[src/rtl/hcms29xx_pkg.sv]
// Shared definitions for the HCMS-29xx serial-port receiver: FSM encoding,
// control-word field positions, frame sizing and the driver's din mux codes.
package hcms29xx_pkg;

   typedef enum logic [1:0] {
      IDLE    = 2'b00,
      SH_DATA = 2'b01,
      SH_CMD  = 2'b10
   } state_t;

   // Control-word layout; bit 7 selects which word the load targets.
   localparam int CW_BITS  = 8;
   localparam int CW_SEL   = 7;
   localparam int CW0_S    = 6;
   localparam int CW0_I_HI = 5;
   localparam int CW0_I_LO = 4;
   localparam int CW0_P_HI = 3;
   localparam int CW0_P_LO = 0;
   localparam int CW1_O    = 1;
   localparam int CW1_D    = 0;

   // What the driver places on din; kept here so both ends agree.
   typedef enum logic [1:0] {
      SSDM_DOT = 2'b00,
      SSDM_CW0 = 2'b01,
      SSDM_CW1 = 2'b10
   } ssdm_t;

   // Dot register length of a chain of n units, w columns by h rows each.
   function automatic int frame_bits(input int n, input int w, input int h);
      return n * w * h;
   endfunction

endpackage

[src/rtl/hcms29xx_rx_sync_edge.sv]
// Synchroniser for one asynchronous bus pin followed by a registered edge
// detector. level is the synchronised value aligned with rise/fall, so a
// consumer sees the edge and the matching level in the same cycle.
module hcms29xx_sync_edge #(
   parameter int   SYNC_STAGES = 2,
   parameter logic RST_VAL     = 1'b0
) (
   input  logic clk,
   input  logic rst,
   input  logic d,
   output logic level,
   output logic rise,
   output logic fall
);

   logic [SYNC_STAGES-1:0] sync_q;
   logic                   last;

   // Sync chain, one-cycle history and registered edge strobes.
   always_ff @(posedge clk) begin
      if (rst) begin
         sync_q <= {SYNC_STAGES{RST_VAL}};
         last   <= RST_VAL;
         rise   <= 1'b0;
         fall   <= 1'b0;
      end else begin
         sync_q <= {sync_q[SYNC_STAGES-2:0], d};
         last   <= sync_q[SYNC_STAGES-1];
         rise   <= sync_q[SYNC_STAGES-1] & ~last;
         fall   <= ~sync_q[SYNC_STAGES-1] & last;
      end
   end

   assign level = last;

endmodule

[src/rtl/hcms29xx_rx.sv]
// Emulates the HCMS-29xx serial input port on a fast local clock: samples
// the five bus wires, shifts dot or control bits and presents the latched
// dot image and control words in parallel.
//
// state   | meaning
// IDLE    | ce_n high (or aborted); bus clocks ignored
// SH_DATA | ce_n low, rs was 0 at ce_n fall; shifting the dot register
// SH_CMD  | ce_n low, rs was 1 at ce_n fall; shifting the control register
module hcms29xx_rx
   import hcms29xx_pkg::*;
#(
   parameter int N           = 2,
   parameter int UNIT_W      = 20,
   parameter int UNIT_H      = 8,
   parameter int SYNC_STAGES = 2
) (
   input  logic                         clk,
   input  logic                         rst,
   input  logic                         s_rst_n,
   input  logic                         s_clk,
   input  logic                         s_din,
   input  logic                         s_rs,
   input  logic                         s_ce_n,
   output logic [N*UNIT_W*UNIT_H-1:0]   frame_o,
   output logic [6:0]                   cw0_o,
   output logic [1:0]                   cw1_o,
   output logic                         frame_vld_o,
   output logic                         cw_vld_o,
   output logic                         err_len_o,
   output logic                         err_proto_o,
   output logic                         busy_o
);

   localparam int FB    = frame_bits(N, UNIT_W, UNIT_H);
   localparam int CNT_W = $clog2(FB + 2);

   localparam logic [CNT_W-1:0] DATA_FULL = CNT_W'(FB);
   localparam logic [CNT_W-1:0] DATA_SAT  = CNT_W'(FB + 1);
   localparam logic [CNT_W-1:0] CMD_FULL  = CNT_W'(CW_BITS);
   localparam logic [CNT_W-1:0] CMD_SAT   = CNT_W'(CW_BITS + 1);

   logic rstn_lvl, rstn_rise, rstn_fall;
   logic sclk_lvl, sclk_rise, sclk_fall;
   logic din_lvl,  din_rise,  din_fall;
   logic rs_lvl,   rs_rise,   rs_fall;
   logic ce_lvl,   ce_rise,   ce_fall;
   logic unused_edges;

   hcms29xx_sync_edge #(.SYNC_STAGES(SYNC_STAGES), .RST_VAL(1'b1)) u_sync_rstn (
      .clk(clk), .rst(rst), .d(s_rst_n),
      .level(rstn_lvl), .rise(rstn_rise), .fall(rstn_fall));

   hcms29xx_sync_edge #(.SYNC_STAGES(SYNC_STAGES), .RST_VAL(1'b0)) u_sync_sclk (
      .clk(clk), .rst(rst), .d(s_clk),
      .level(sclk_lvl), .rise(sclk_rise), .fall(sclk_fall));

   hcms29xx_sync_edge #(.SYNC_STAGES(SYNC_STAGES), .RST_VAL(1'b0)) u_sync_din (
      .clk(clk), .rst(rst), .d(s_din),
      .level(din_lvl), .rise(din_rise), .fall(din_fall));

   hcms29xx_sync_edge #(.SYNC_STAGES(SYNC_STAGES), .RST_VAL(1'b0)) u_sync_rs (
      .clk(clk), .rst(rst), .d(s_rs),
      .level(rs_lvl), .rise(rs_rise), .fall(rs_fall));

   hcms29xx_sync_edge #(.SYNC_STAGES(SYNC_STAGES), .RST_VAL(1'b1)) u_sync_ce (
      .clk(clk), .rst(rst), .d(s_ce_n),
      .level(ce_lvl), .rise(ce_rise), .fall(ce_fall));

   assign unused_edges = ^{rstn_rise, rstn_fall, sclk_lvl, sclk_fall,
                           din_rise, din_fall, ce_lvl};

   state_t             state;
   logic [FB-1:0]      sh_data;
   logic [CW_BITS-1:0] sh_cmd;
   logic [CNT_W-1:0]   bit_cnt;
   logic               rs_tog;

   assign rs_tog = rs_rise | rs_fall;
   assign busy_o = (state != IDLE);

   // Load sequencer: mode chosen at ce_n fall, bits shifted on s_clk rise,
   // commit at ce_n rise. A ce_n rise outranks a coincident s_clk rise.
   always_ff @(posedge clk) begin
      if (rst || !rstn_lvl) begin
         state       <= IDLE;
         sh_data     <= '0;
         sh_cmd      <= '0;
         bit_cnt     <= '0;
         frame_o     <= '0;
         cw0_o       <= '0;
         cw1_o       <= '0;
         frame_vld_o <= 1'b0;
         cw_vld_o    <= 1'b0;
         err_len_o   <= 1'b0;
         err_proto_o <= 1'b0;
      end else begin
         frame_vld_o <= 1'b0;
         cw_vld_o    <= 1'b0;
         err_len_o   <= 1'b0;
         err_proto_o <= 1'b0;
         case (state)
            IDLE: begin
               if (ce_fall) begin
                  sh_data <= '0;
                  sh_cmd  <= '0;
                  bit_cnt <= '0;
                  state   <= rs_lvl ? SH_CMD : SH_DATA;
               end
            end
            SH_DATA: begin
               err_proto_o <= rs_tog;
               if (ce_rise) begin
                  state <= IDLE;
                  if (bit_cnt != '0) begin
                     frame_o     <= sh_data;
                     frame_vld_o <= 1'b1;
                     err_len_o   <= (bit_cnt != DATA_FULL);
                  end
               end else if (sclk_rise) begin
                  sh_data <= {din_lvl, sh_data[FB-1:1]};
                  if (bit_cnt != DATA_SAT) bit_cnt <= bit_cnt + CNT_W'(1);
               end
            end
            SH_CMD: begin
               err_proto_o <= rs_tog;
               if (ce_rise) begin
                  state <= IDLE;
                  if (bit_cnt != '0) begin
                     if (sh_cmd[CW_SEL]) cw1_o <= {sh_cmd[CW1_O], sh_cmd[CW1_D]};
                     else                cw0_o <= sh_cmd[CW0_S:CW0_P_LO];
                     cw_vld_o  <= 1'b1;
                     err_len_o <= (bit_cnt != CMD_FULL);
                  end
               end else if (sclk_rise) begin
                  sh_cmd <= {din_lvl, sh_cmd[CW_BITS-1:1]};
                  if (bit_cnt != CMD_SAT) bit_cnt <= bit_cnt + CNT_W'(1);
               end
            end
            default: state <= IDLE;
         endcase
      end
   end

endmodule

[config.mk]
export PLATFORM = sky130hd
export DESIGN_NAME = hcms29xx_rx
export DESIGN_NICKNAME = d
export VERILOG_FILES = /design/src/rtl/hcms29xx_pkg.sv /design/src/rtl/hcms29xx_rx_sync_edge.sv /design/src/rtl/hcms29xx_rx.sv
export SDC_FILE = /design/constraint.sdc
export NUM_CORES = 1
export LEC_CHECK = 0
export BUFFER_PORTS_ARGS = -buffer_cell sky130_fd_sc_hd__buf_2
export CORE_ASPECT_RATIO = 0.9
export CORE_UTILIZATION = 40
export DETAILED_ROUTE_END_ITERATION = 12
export GPL_ROUTABILITY_DRIVEN = 0
export GPL_TIMING_DRIVEN = 0
export PLACE_DENSITY = 0.59
export SETUP_SLACK_MARGIN = 0.02
export SLEW_MARGIN = 5
export SYNTH_ARGS = -nofsm -noshare
export SYNTH_HDL_FRONTEND = slang
export SYNTH_SLANG_ARGS = --single-unit
[constraint.sdc]
create_clock -name clk -period 1.92 [get_ports clk]
set_input_delay 0.288 -clock clk [delete_from_list [all_inputs] [get_ports clk]]
set_output_delay 0.288 -clock clk [all_outputs]
set_load 0.05 [all_outputs]
==> metrics.md, run 1 <==
| Metric | Value |
|---|---|
| Critical Path Source Type | register |
| Avg Cell Area, Syn | between 8 and 9 um2 |
| Clock-pin slew on the worst setup and hold paths | 0.06 ns |
| DRC viols | 0 |
| Io pins | 341 |
| Crit-path leading delay family | compound AO/OA/AOI/OAI gates |
| Most frequent cell after synthesis | dfxtp_1 |
| Clock Sinks | between 600 and 700 |
| Die H | 233 um |
| Setup CP Type | register to register |
| Die area | around 0.060 mm2 |
| Layout area overhead | 28.6% |
| Prevailing post-synth register cell | dfxtp_1 |
| N_diodes | 0 |
| CTS Buffer Depth | 3 |
| Top cells by area, synth | dfxtp_1 (58%), nand2_1 (10%), a22oi_1 (10%), a21oi_1 (7.0%), nor2_1 (5.2%) |
| Yosys top cell by area | dfxtp_1 |
| CP Capture Type | register |
| Hpwl dp | approximately 44 mm |
| Num rows | 84 |
| Reg area | roughly 0.014 mm2 |
| CTS tree | yes |
| Critical Path Max Stage Delay | between 0.4 and 0.5 ns |
| Largest net degree at the start of global routing | 14 |
| Vias per cell | ~5 |
| Worst-path fanout max | 5 |
| Initial DRC count | around 1100 |
| Wirelength, routed | roughly 64 mm |
| Total track usage | 0.202 |
| Nets | between 3000 and 4000 |
| Post-synth EDFFs | 0 |
| Initial Utilization | 0.405 |
| Initial antenna violation count | 0 |
| Pre-CTS setup slack | -1.38 ns |
| Post-synth top cells | dfxtp_1 (692), nand2_1 (655), a21oi_1 (333), nor2_1 (329), a22oi_1 (320) |
| Cell chain of the critical path | ha_4 > nand3_2 > or3_4 > a2111o_1 > a32o_1 |
| Share of layout cells above drive strength 1 | 0.250 |
| Synth cell types | 42 |
| Maximum vdd drop | 680 uV |
| Area of the multi-input gates | around 0.0094 mm2 |
| # setup viols final | 0 |
| Core Region | 0.0585 mm2 |
| Seq cells post-synth | 692 |
| P per Cell Area | roughly 1000 mW/mm2 |
| Status | completed |
| Syn nets | between 2000 and 3000 |
| Slew @ Worst Pin | about 0.6 ns |
| Synth top area share | 0.584 |
| Filler instances | roughly 5400 |
| Number of global-route vias before repair | between 15000 and 20000 |
| Final core occ | 0.521 |
| Asr flop ratio synth | 0 |
| Hold Vio Cnt, Final | 0 |
| Die W | around 260 um |
| Post-detailed-route count of antenna-violating nets | 0 |
| Seq/Total Area, Yosys | 0.584 |
| Overflow after GRT | 0 |
| Syn Inst Count | ~2700 |
| Period utilization | 0.985 |
| Critical path required time | 2.40 ns |
| # Max-Cap Violations | 0 |
| Avg WL per Cell | approximately 16 um |
| First-pass GRT wire length | around 100 mm |
| Crit path arrival time | about 2.4 ns |
| DRT Pass-1 Iters | 9 |
| RSZ-0062 raised after global routing | yes |
| Mapped Area | around 0.024 mm2 |
| Hold WC Path Type | input pin to register |
| WP buf/inv | 0 |
| Leak | 11.6 nW |
| Fin. max-slew vios | 0 |
| CTS buffer count | 73 |
| H-tree depth | 3 |
| Ys Warns | 0 |
| Setup ws final | ~0.030 ns |
| Clock Latency Late Sink | around 0.6 ns |
| Slowest CP cell | or3_4 |
| Fmax | about 0.53 GHz |
| Slew Limit Headroom | 0.599 |
| Via count | between 20000 and 25000 |
| CTS root buffer | clkbuf_16 |
| Min Tclk post-route | ~1.9 ns |
| I/O Buffers | between 300 and 400 |
| Worst Skew | approximately 0.017 ns |
| TNS Setup | 0 ns |
-- worst paths after layout --
check                                from                          endpoint  slack [ns]  cells after the start
max reg2reg       bit_cnt[0]$_SDFFE_PP0P_           bit_cnt[8]$_SDFFE_PP0P_        0.03                      5
max               bit_cnt[0]$_SDFFE_PP0P_           bit_cnt[8]$_SDFFE_PP0P_        0.03                      5
min                                   rst  u_sync_sclk.sync_q[0]$_SDFF_PP0_        0.21                      3
min reg2reg  u_sync_sclk.level$_SDFF_PP0_       u_sync_sclk.rise$_SDFF_PP0_        0.40                      1
-- area by class of cell --
type,count,area share
tap,774,0.0318
clock inverter,20,0.00698
multi-input combinational,1760,0.307
sequential,692,0.455
buffer,220,0.0634
clock buffer,103,0.0703
inverter,10,0.00131
timing repair buffer,363,0.0638
-- report_power, final --
group / switching (W) / total (W) / internal (W)
clock: 0.00563 / 0.0139 / 0.00829
combinational: 0.000966 / 0.00144 / 0.000475
sequential: 0.0000144 / 0.0144 / 0.0144
-- cell usage in the layout (no fill, tap or decap), types with 19 or more instances in the layout --
| cell | synthesis | layout |
|---|---|---|
| nand3_1 | 20 | 19 |
| clkbuf_2 | 0 | 42 |
| a21oi_1 | 333 | 325 |
| nand2_1 | 655 | 655 |
| a22oi_2 | 0 | 104 |
| buf_6 | 21 | 70 |
| buf_4 | 10 | 44 |
| buf_2 | 69 | 343 |
| clkbuf_8 | 0 | 25 |
| clkbuf_16 | 0 | 80 |
| dfxtp_1 | 692 | 684 |
| nor2_1 | 329 | 329 |
| a22oi_1 | 320 | 216 |
| clkbuf_1 | 119 | 51 |
-- per-layer routing --
| metal | vias up | GRT usage | share of wire |
|---|---|---|---|
| met1 | 9534 | 0.271 | 0.46 |
| met4 | 0 | 0.0649 | 0.024 |
| met5 | - | 0 | 0 |
| li1 | 9968 | - | - |
| met3 | 99 | 0.0503 | 0.062 |
| met2 | 472 | 0.316 | 0.46 |
-- sequential cells by signal (all words and copies together), names as in the netlist, 2 cells and up --
| signal | cells |
|---|---|
| bit_cnt | 9 |
| cw0_o | 7 |
| cw1_o | 2 |
| frame_o | 320 |
| sh_cmd | 8 |
| sh_data | 320 |
| state | 2 |
| u_sync_ce.sync_q | 2 |
| u_sync_din.sync_q | 2 |
| u_sync_rs.sync_q | 2 |
| u_sync_rstn.sync_q | 2 |
| u_sync_sclk.sync_q | 2 |
-- tightest hold or removal path: stages --
cell      delay (ns)
buf_2           0.13
clkbuf_1        0.20
nor2b_1         0.14
-- through the flow --
stage / total power (W) / std cells / instance area (um2) / hold WS, ns
floorplan: 0.0154 / 2689 / 23700 / 0.360
global placement: 0.0157 / 3803 / 26400 / 0.381
detailed placement: 0.0157 / 3803 / 26400 / 0.390
CTS: 0.0298 / 3941 / 29500 / 0.185
global route: 0.0308 / 3942 / 30500 / 0.239
finish: 0.0298 / 3942 / 30500 / 0.208
-- what timing repair did --
item,CTS,global route
gates resized for setup,216,261
hold endpoints to repair,11,0
setup endpoints to repair,670,658
buffers inserted,12,2
gates cloned,1,1
hold buffers,7,0
pin swaps,7,5
-- kinds of logic (layout without fill, tap and decap cells) --
group	Yosys count	in the layout	synth area share
compound gates	688	688	0.183
fa+ha+maj	7	7	0.00369
simple gates	1061	1061	0.176
buf+inv	237	716	0.0504
flops	692	692	0.584
mux	4	4	0.00169
Power figures use the tool's default switching activity.
==> run 2: changes to the inputs <==
- SKIP_LAST_GASP: default -> 1
- SLEW_MARGIN: 5 -> 20
- clock period: 1.92 -> 1.63 ns (I/O delays scaled with it)
==> metrics.md, run 2 (synthesis results as in run 1) <==
| Metric | Value |
|---|---|
| Nets | 3154 (+0.64%) |
| Setup crit end | bit_cnt[7]$_SDFFE_PP0P_ |
| WP depth | 6 (+1) |
| Design Area, Final | 0.0308 mm2 (+0.94%) |
| # setup viols final | 645 (+645) |
| Crit-path leading delay family | compound AO/OA/AOI/OAI gates |
| Hold WC Path Type | input pin to register |
| Die H | 233 um (unchanged) |
| # Max-Cap Violations | 0 (unchanged) |
| Die area | 0.0602 mm2 (unchanged) |
| Sw Pwr | 0.00786 W (+19%) |
| Total track usage | 0.210 (+0.00847) |
| Worst-path fanout max | 8 (+3) |
| R2R cell count | 6 (+1) |
| Hold Vio Cnt, Final | 0 (unchanged) |
| Slew @ Worst Pin | 0.760 ns (+0.158 ns) |
| R2r startpoint | state[1]$_SDFFE_PP0P_ |
| Critical Path Source Type | register |
| Core Region | 0.0585 mm2 (unchanged) |
| Cell chain of the critical path | inv_4 > ha_4 > nor2b_4 > a21oi_1 > o2111ai_1 > a32o_1 |
| Period utilization | 1.19 (+0.206) |
| Sw Ratio | 0.224 (+0.00137) |
| Failing checks | negative setup slack |
| Fmax | 0.515 GHz (-2.6%) |
| P per Cell Area | 1140 mW/mm2 (+17%) |
| R2r setup slk | -0.31 ns (-0.34 ns) |
| Initial DRC count | 1150 (+2.9%) |
| CTS tree | yes |
| Hpwl dp | 45.1 mm (+1.4%) |
| DRC viols | 0 (unchanged) |
| Min Tclk post-route | 1.94 ns (+0.0496 ns) |
| Worst Skew | 0.0217 ns (+0.00466 ns) |
| Fin. max-slew vios | 0 (unchanged) |
| Number of global-route vias before repair | 19200 (+5.0%) |
| Initial antenna violation count | 0 (unchanged) |
| First-pass GRT wire length | 102 mm (+4.1%) |
| Layout area overhead | 29.8% |
| CTS Buffer Depth | 3 (unchanged) |
| RSZ-0062 raised after global routing | yes |
| Leak | 11.7 nW (+1.1%) |
| Dpl cell area | 0.0265 mm2 (+0.35%) |
| Internal power | 0.0273 W (+18%) |
| CP Capture Type | register |
| CTS root buffer | clkbuf_16 |
| Most frequent cells in the layout | dfxtp_1 (682), nand2_1 (655), buf_2 (354) |
| Setup CP Type | register to register |
| Clock-pin slew on the worst setup and hold paths | 0.06 ns (about the same) |
| Clk network pwr share | 0.458 (-0.010) |
| Critical path required time | 2.11 ns (-0.29 ns) |
| Most common cell after layout, fill and taps aside | dfxtp_1 |
| CP Launch Point | state[1]$_SDFFE_PP0P_ |
| CTS buffer count | 72 (-1.4%) |
| DRT Pass-1 Iters | 5 (-4) |
| Critical Path Max Stage Delay | 0.59 ns (+0.16 ns) |
| # placed instances | 3803 (unchanged) |
| Sequential power share | 0.482 (-0.002) |
| Clock Sinks | 692 (unchanged) |
| Clock Latency Late Sink | 0.60 ns (about the same) |
| H-tree depth | 3 (unchanged) |
| I/O Buffers | 340 (unchanged) |
| RR Endpoint | bit_cnt[7]$_SDFFE_PP0P_ |
| Largest net degree at the start of global routing | 14 (unchanged) |
| Status | finished, violations left |
| Num rows | 84 (unchanged) |
| Post-Layout Cell Count | 3967 (+0.63%) |
| Overflow after GRT | 0 (unchanged) |
| WP buf/inv | 1 (+1) |
| Die W | 259 um (unchanged) |
| Avg WL per Cell | 16.5 um (+1.8%) |
| Maximum vdd drop | 813 uV (+19%) |
| Post-detailed-route count of antenna-violating nets | 0 (unchanged) |
| Top flop regs | frame_o (320), sh_data (320), bit_cnt (9) |
| Vias per cell | 5.10 (about the same) |
| Slew Limit Headroom | 0.493 (-0.106) |
| Setup ws final | -0.310 ns (-0.340 ns) |
| Comb power frac | 0.061 (+0.013) |
| N_diodes | 0 (unchanged) |
| Initial Utilization | 0.405 (unchanged) |
| Io pins | 341 (unchanged) |
| Wirelength, routed | 65.3 mm (+2.4%) |
| Slowest CP cell | a21oi_1 |
| Share of layout cells above drive strength 1 | 0.260 (+0.00994) |
| Via count | 20200 (+0.72%) |
| Crit path arrival time | 2.42 ns (+0.05 ns) |
-- run 2: routing by layer --
metal | track usage | vias up | share of wire
li1 | - | 10000 | -
met1 | 0.275 | 9637 | 0.46
met2 | 0.342 | 445 | 0.46
met3 | 0.0472 | 106 | 0.058
met4 | 0.0712 | 0 | 0.026
met5 | 0 | - | 0
-- run 2: worst min-delay path by stage --
| stage | start | end | slack, ns | depth (start not counted) |
|---|---|---|---|---|
| final | rst | u_sync_sclk.sync_q[0]$_SDFF_PP0_ | 0.16 | 3 |
| after global routing | rst | u_sync_sclk.sync_q[0]$_SDFF_PP0_ | 0.20 | 3 |
| after CTS | rst | u_sync_sclk.sync_q[0]$_SDFF_PP0_ | 0.12 | 3 |
| after detailed placement | u_sync_sclk.level$_SDFF_PP0_ | u_sync_sclk.rise$_SDFF_PP0_ | 0.38 | 1 |
| after global placement | u_sync_sclk.level$_SDFF_PP0_ | u_sync_sclk.rise$_SDFF_PP0_ | 0.38 | 1 |
| after floorplan | rst | u_sync_din.level$_SDFF_PP0_ | 0.32 | 1 |
-- run 2: power by group through the flow --
stage               Combinational (W)  Clock, W  Sequential (W)
floorplan                    0.000890         0          0.0173
global placement              0.00125         0          0.0173
detailed placement            0.00128         0          0.0173
CTS                           0.00217    0.0165          0.0169
global route                  0.00228    0.0171          0.0169
finish                        0.00214    0.0161          0.0169
-- run 2: worst register-to-register path: stages (launching register included) --
cell and delay, ns:
dfxtp_4 0.38, inv_4 0.05, ha_4 0.16, nor2b_4 0.14, a21oi_1 0.60, o2111ai_1 0.23
a32o_1 0.27
-- run 2: through the flow --
stage	setup slack (ns)	setup TNS [ns]	power [W]	util	hold WS [ns]
2_1_floorplan	-0.110	-52.90	0.0182	-	0.316
3_3_place_gp	-1.09	-609.42	0.0186	0.452	0.381
3_5_place_dp	-1.18	-621.92	0.0186	0.452	0.383
4_1_cts	-0.294	-151.57	0.0356	0.523	0.124
5_1_grt	-0.358	-187.39	0.0363	0.526	0.201
6_report	-0.310	-137.65	0.0352	0.526	0.163
-- run 2: layout make-up --
cell class | instances | area [um2]
Buffer | 219 | 1770
Clock inverter | 16 | 170
Tap cell | 774 | 968
Clock buffer | 111 | 2140
Multi-Input combinational cell | 1760 | 9480
Timing Repair Buffer | 385 | 2320
Sequential cell | 692 | 13900
Fill cell | 5424 | 27800
Inverter | 10 | 42.5
-- run 2: timing repair --
action | in CTS | in global routing
pin swaps | 10 | 20
hold buffers | 6 | 0
gates cloned | 14 | 1
setup endpoints to repair | 672 | 672
endpoints found under the hold margin | 12 | 0
gates resized for setup | 339 | 131
setup buffers | 20 | 8
==> run 3: changes to the inputs <==
--- a/config.mk
+++ b/config.mk
@@ -8,9 +8,9 @@
 export BUFFER_PORTS_ARGS = -buffer_cell sky130_fd_sc_hd__buf_2
 export CORE_ASPECT_RATIO = 0.9
-export CORE_UTILIZATION = 40
+export CORE_UTILIZATION = 51
 export DETAILED_ROUTE_END_ITERATION = 12
 export GPL_ROUTABILITY_DRIVEN = 0
 export GPL_TIMING_DRIVEN = 0
-export PLACE_DENSITY = 0.59
+export PLACE_DENSITY = 0.73
 export SETUP_SLACK_MARGIN = 0.02
 export SKIP_LAST_GASP = 1
==> constraint.sdc (replaced) <==
create_clock -name clk -period 1.63 [get_ports clk]
set_input_delay 0.326 -clock clk [delete_from_list [all_inputs] [get_ports clk]]
set_output_delay 0.326 -clock clk [all_outputs]
set_load 0.05 [all_outputs]
==> metrics.md, run 3 (synthesis results as in run 1) <==
| Metric | Value |
|---|---|
| Slew @ Worst Pin | 0.672 ns (-0.0877 ns) |
| DRC viols | 0 (unchanged) |
| N_diodes | 0 (unchanged) |
| Overflow after GRT | 0 (unchanged) |
| Hold WC Path Type | input pin to register |
| First-pass GRT wire length | 97.5 mm (-4.5%) |
| Setup CP Type | register to register |
| Leak | 12.1 nW (+3.3%) |
| Fmax | 0.516 GHz (about the same) |
| Met1 Usage GRT | 0.326 (+0.0518) |
| Core Region | 0.0456 mm2 (-22%) |
| Crit-path leading delay family | compound AO/OA/AOI/OAI gates |
| I/O Buffers | 340 (unchanged) |
| Min Tclk post-route | 1.94 ns (-0.000379 ns) |
| Clock Latency Late Sink | 0.60 ns (about the same) |
| WP buf/inv | 3 (+2) |
| Worst-path fanout max | 8 (unchanged) |
| Via count | 21000 (+3.7%) |
| # placed instances | 3637 (-4.4%) |
| Hpwl dp | 43.3 mm (-4.0%) |
| R2r startpoint | bit_cnt[7]$_SDFFE_PP0P_ |
| Nets | 3164 (+0.32%) |
| Share of layout cells above drive strength 1 | 0.282 (+0.0221) |
| Top flop regs | frame_o (320), sh_data (320), bit_cnt (9) |
| Most frequent cells in the layout | dfxtp_1 (683), nand2_1 (582), buf_2 (354) |
| Initial antenna violation count | 0 (unchanged) |
| # setup viols final | 658 (+2.0%) |
| Reg area | 0.0139 mm2 (about the same) |
| CP Launch Point | bit_cnt[7]$_SDFFE_PP0P_ |
| Critical Path Source Type | register |
| Hold Vio Cnt, Final | 0 (unchanged) |
| Min Hold Slack | 0.0286 ns (-0.134 ns) |
| Wirelength, routed | 66.6 mm (+1.9%) |
| CTS Buffer Depth | 3 (unchanged) |
| Most crowded layer after global routing | met2 |
| CTS buffer count | 68 (-5.6%) |
| DRT Pass-1 Iters | 7 (+2) |
| Final core occ | 0.683 (+0.157) |
| Total track usage | 0.254 (+0.0436) |
| Period utilization | 1.19 (about the same) |
| Pre-CTS setup slack | -1.05 ns (+0.134 ns) |
| Maximum vdd drop | 1070 uV (+32%) |
| Post-Layout Cell Count | 3803 (-4.1%) |
| CTS tree | yes |
| Status | finished, violations left |
| Initial Utilization | 0.519 (+0.114) |
| Critical path required time | 2.13 ns (+0.02 ns) |
| Cell chain of the critical path | nor4_4 > a311o_2 > buf_12 > buf_12 > clkbuf_16 > nand2_1 > a21oi_1 |
| Num rows | 74 (-12%) |
| Most common cell on crit path | buf_12 |
| Failing checks | negative setup slack |
| Hold wc startpoint | rst |
| Slew Limit Headroom | 0.552 (+0.0585) |
| Filler instances | 3499 (-35%) |
| CP Capture Type | register |
| CTS root buffer | clkbuf_16 |
| Largest net degree at the start of global routing | 16 (+2) |
| Initial DRC count | 1453 (+26%) |
| H-tree depth | 3 (unchanged) |
| Fin. max-slew vios | 0 (unchanged) |
| Clock Sinks | 692 (unchanged) |
| Most common cell after layout, fill and taps aside | dfxtp_1 |
| # Max-Cap Violations | 0 (unchanged) |
| Slowest CP cell | nor4_4 |
| Worst Skew | 0.0204 ns (-0.00132 ns) |
| Layout area overhead | 31.5% |
| P per Cell Area | 1100 mW/mm2 (-3.6%) |
| Crit path arrival time | 2.44 ns (+0.02 ns) |
| Vias per cell | 5.51 (+8.2%) |
| TNS Setup | -133.07 ns (+4.58 ns) |
| Clock-pin slew on the worst setup and hold paths | 0.06 ns (about the same) |
| Die area | 0.0473 mm2 (-21%) |
| Setup ws final | -0.310 ns (+0.000379 ns) |
| Post-detailed-route count of antenna-violating nets | 0 (unchanged) |
| Avg WL per Cell | 17.5 um (+6.3%) |
| Number of global-route vias before repair | 19000 (-1.1%) |
| RSZ-0062 raised after global routing | yes |
| Area of the multi-input gates | 0.00962 mm2 (+1.4%) |
| Global Route met3 Usage | 0.0639 (+0.0167) |
| Die H | 207 um (-11%) |
| Die W | 229 um (-11%) |
| Routing usage on met2 | 0.419 (+0.0776) |
| Critical Path Max Stage Delay | 0.39 ns (-0.20 ns) |
| Io pins | 341 (unchanged) |
==> run 3: layout make-up <==
| cell class | count | share of cell area |
|---|---|---|
| plain buffers | 223 | 0.0660 |
| clock buffers | 94 | 0.0636 |
| clock inverters | 21 | 0.00798 |
| inverters | 10 | 0.00161 |
| multi-input cells | 1760 | 0.308 |
| flip-flops and latches | 692 | 0.445 |
| well taps | 608 | 0.0244 |
| repair buffers | 395 | 0.0829 |
==> run 3: final timing paths <==
kind                                      end  slack [ns]  cells past startpoint
setup / recovery    frame_o[281]$_SDFFE_PP0P_       -0.31                      7
hold / removal    u_sync_din.level$_SDFF_PP0_        0.03                      2
setup reg to reg    frame_o[281]$_SDFFE_PP0P_       -0.31                      7
hold reg to reg   u_sync_sclk.rise$_SDFF_PP0_        0.39                      1
==> run 3: per-stage QoR <==
stage	area, um2	total power [W]
after CTS	29600	0.0344
after floorplan	23800	0.0182
after global routing	31200	0.0354
after global placement	26300	0.0185
final	31200	0.0344
after detailed placement	26300	0.0186
==> run 3: power breakdown <==
group	total (W)	switching [W]	internal, W
Clock	0.0157	0.00644	0.00929
Sequential	0.0169	0.0000168	0.0169
Combinational	0.00169	0.00111	0.000571
==> run 3: per-layer routing <==
| metal | vias to the layer above | wire length (um) |
|---|---|---|
| li1 | 10000 | - |
| met5 | - | 0 |
| met1 | 10100 | 28500 |
| met4 | 0 | 1820 |
| met2 | 689 | 31600 |
| met3 | 127 | 4730 |
==> run 3: worst register-to-register path, cell delays in order, from the launching register on <==
cell	delay, ns
dfxtp_4	0.36
nor4_4	0.39
a311o_2	0.36
buf_12	0.18
buf_12	0.17
clkbuf_16	0.18
nand2_1	0.06
a21oi_1	0.17
==> run 3: repair_timing <==
action,4_1_cts,5_1_grt
hold endpoints to repair,6,0
cloned,3,21
buffers inserted,15,10
hold buffers,6,0
gates resized for setup,263,303
endpoints found under the setup margin,677,691
pin swaps,10,75
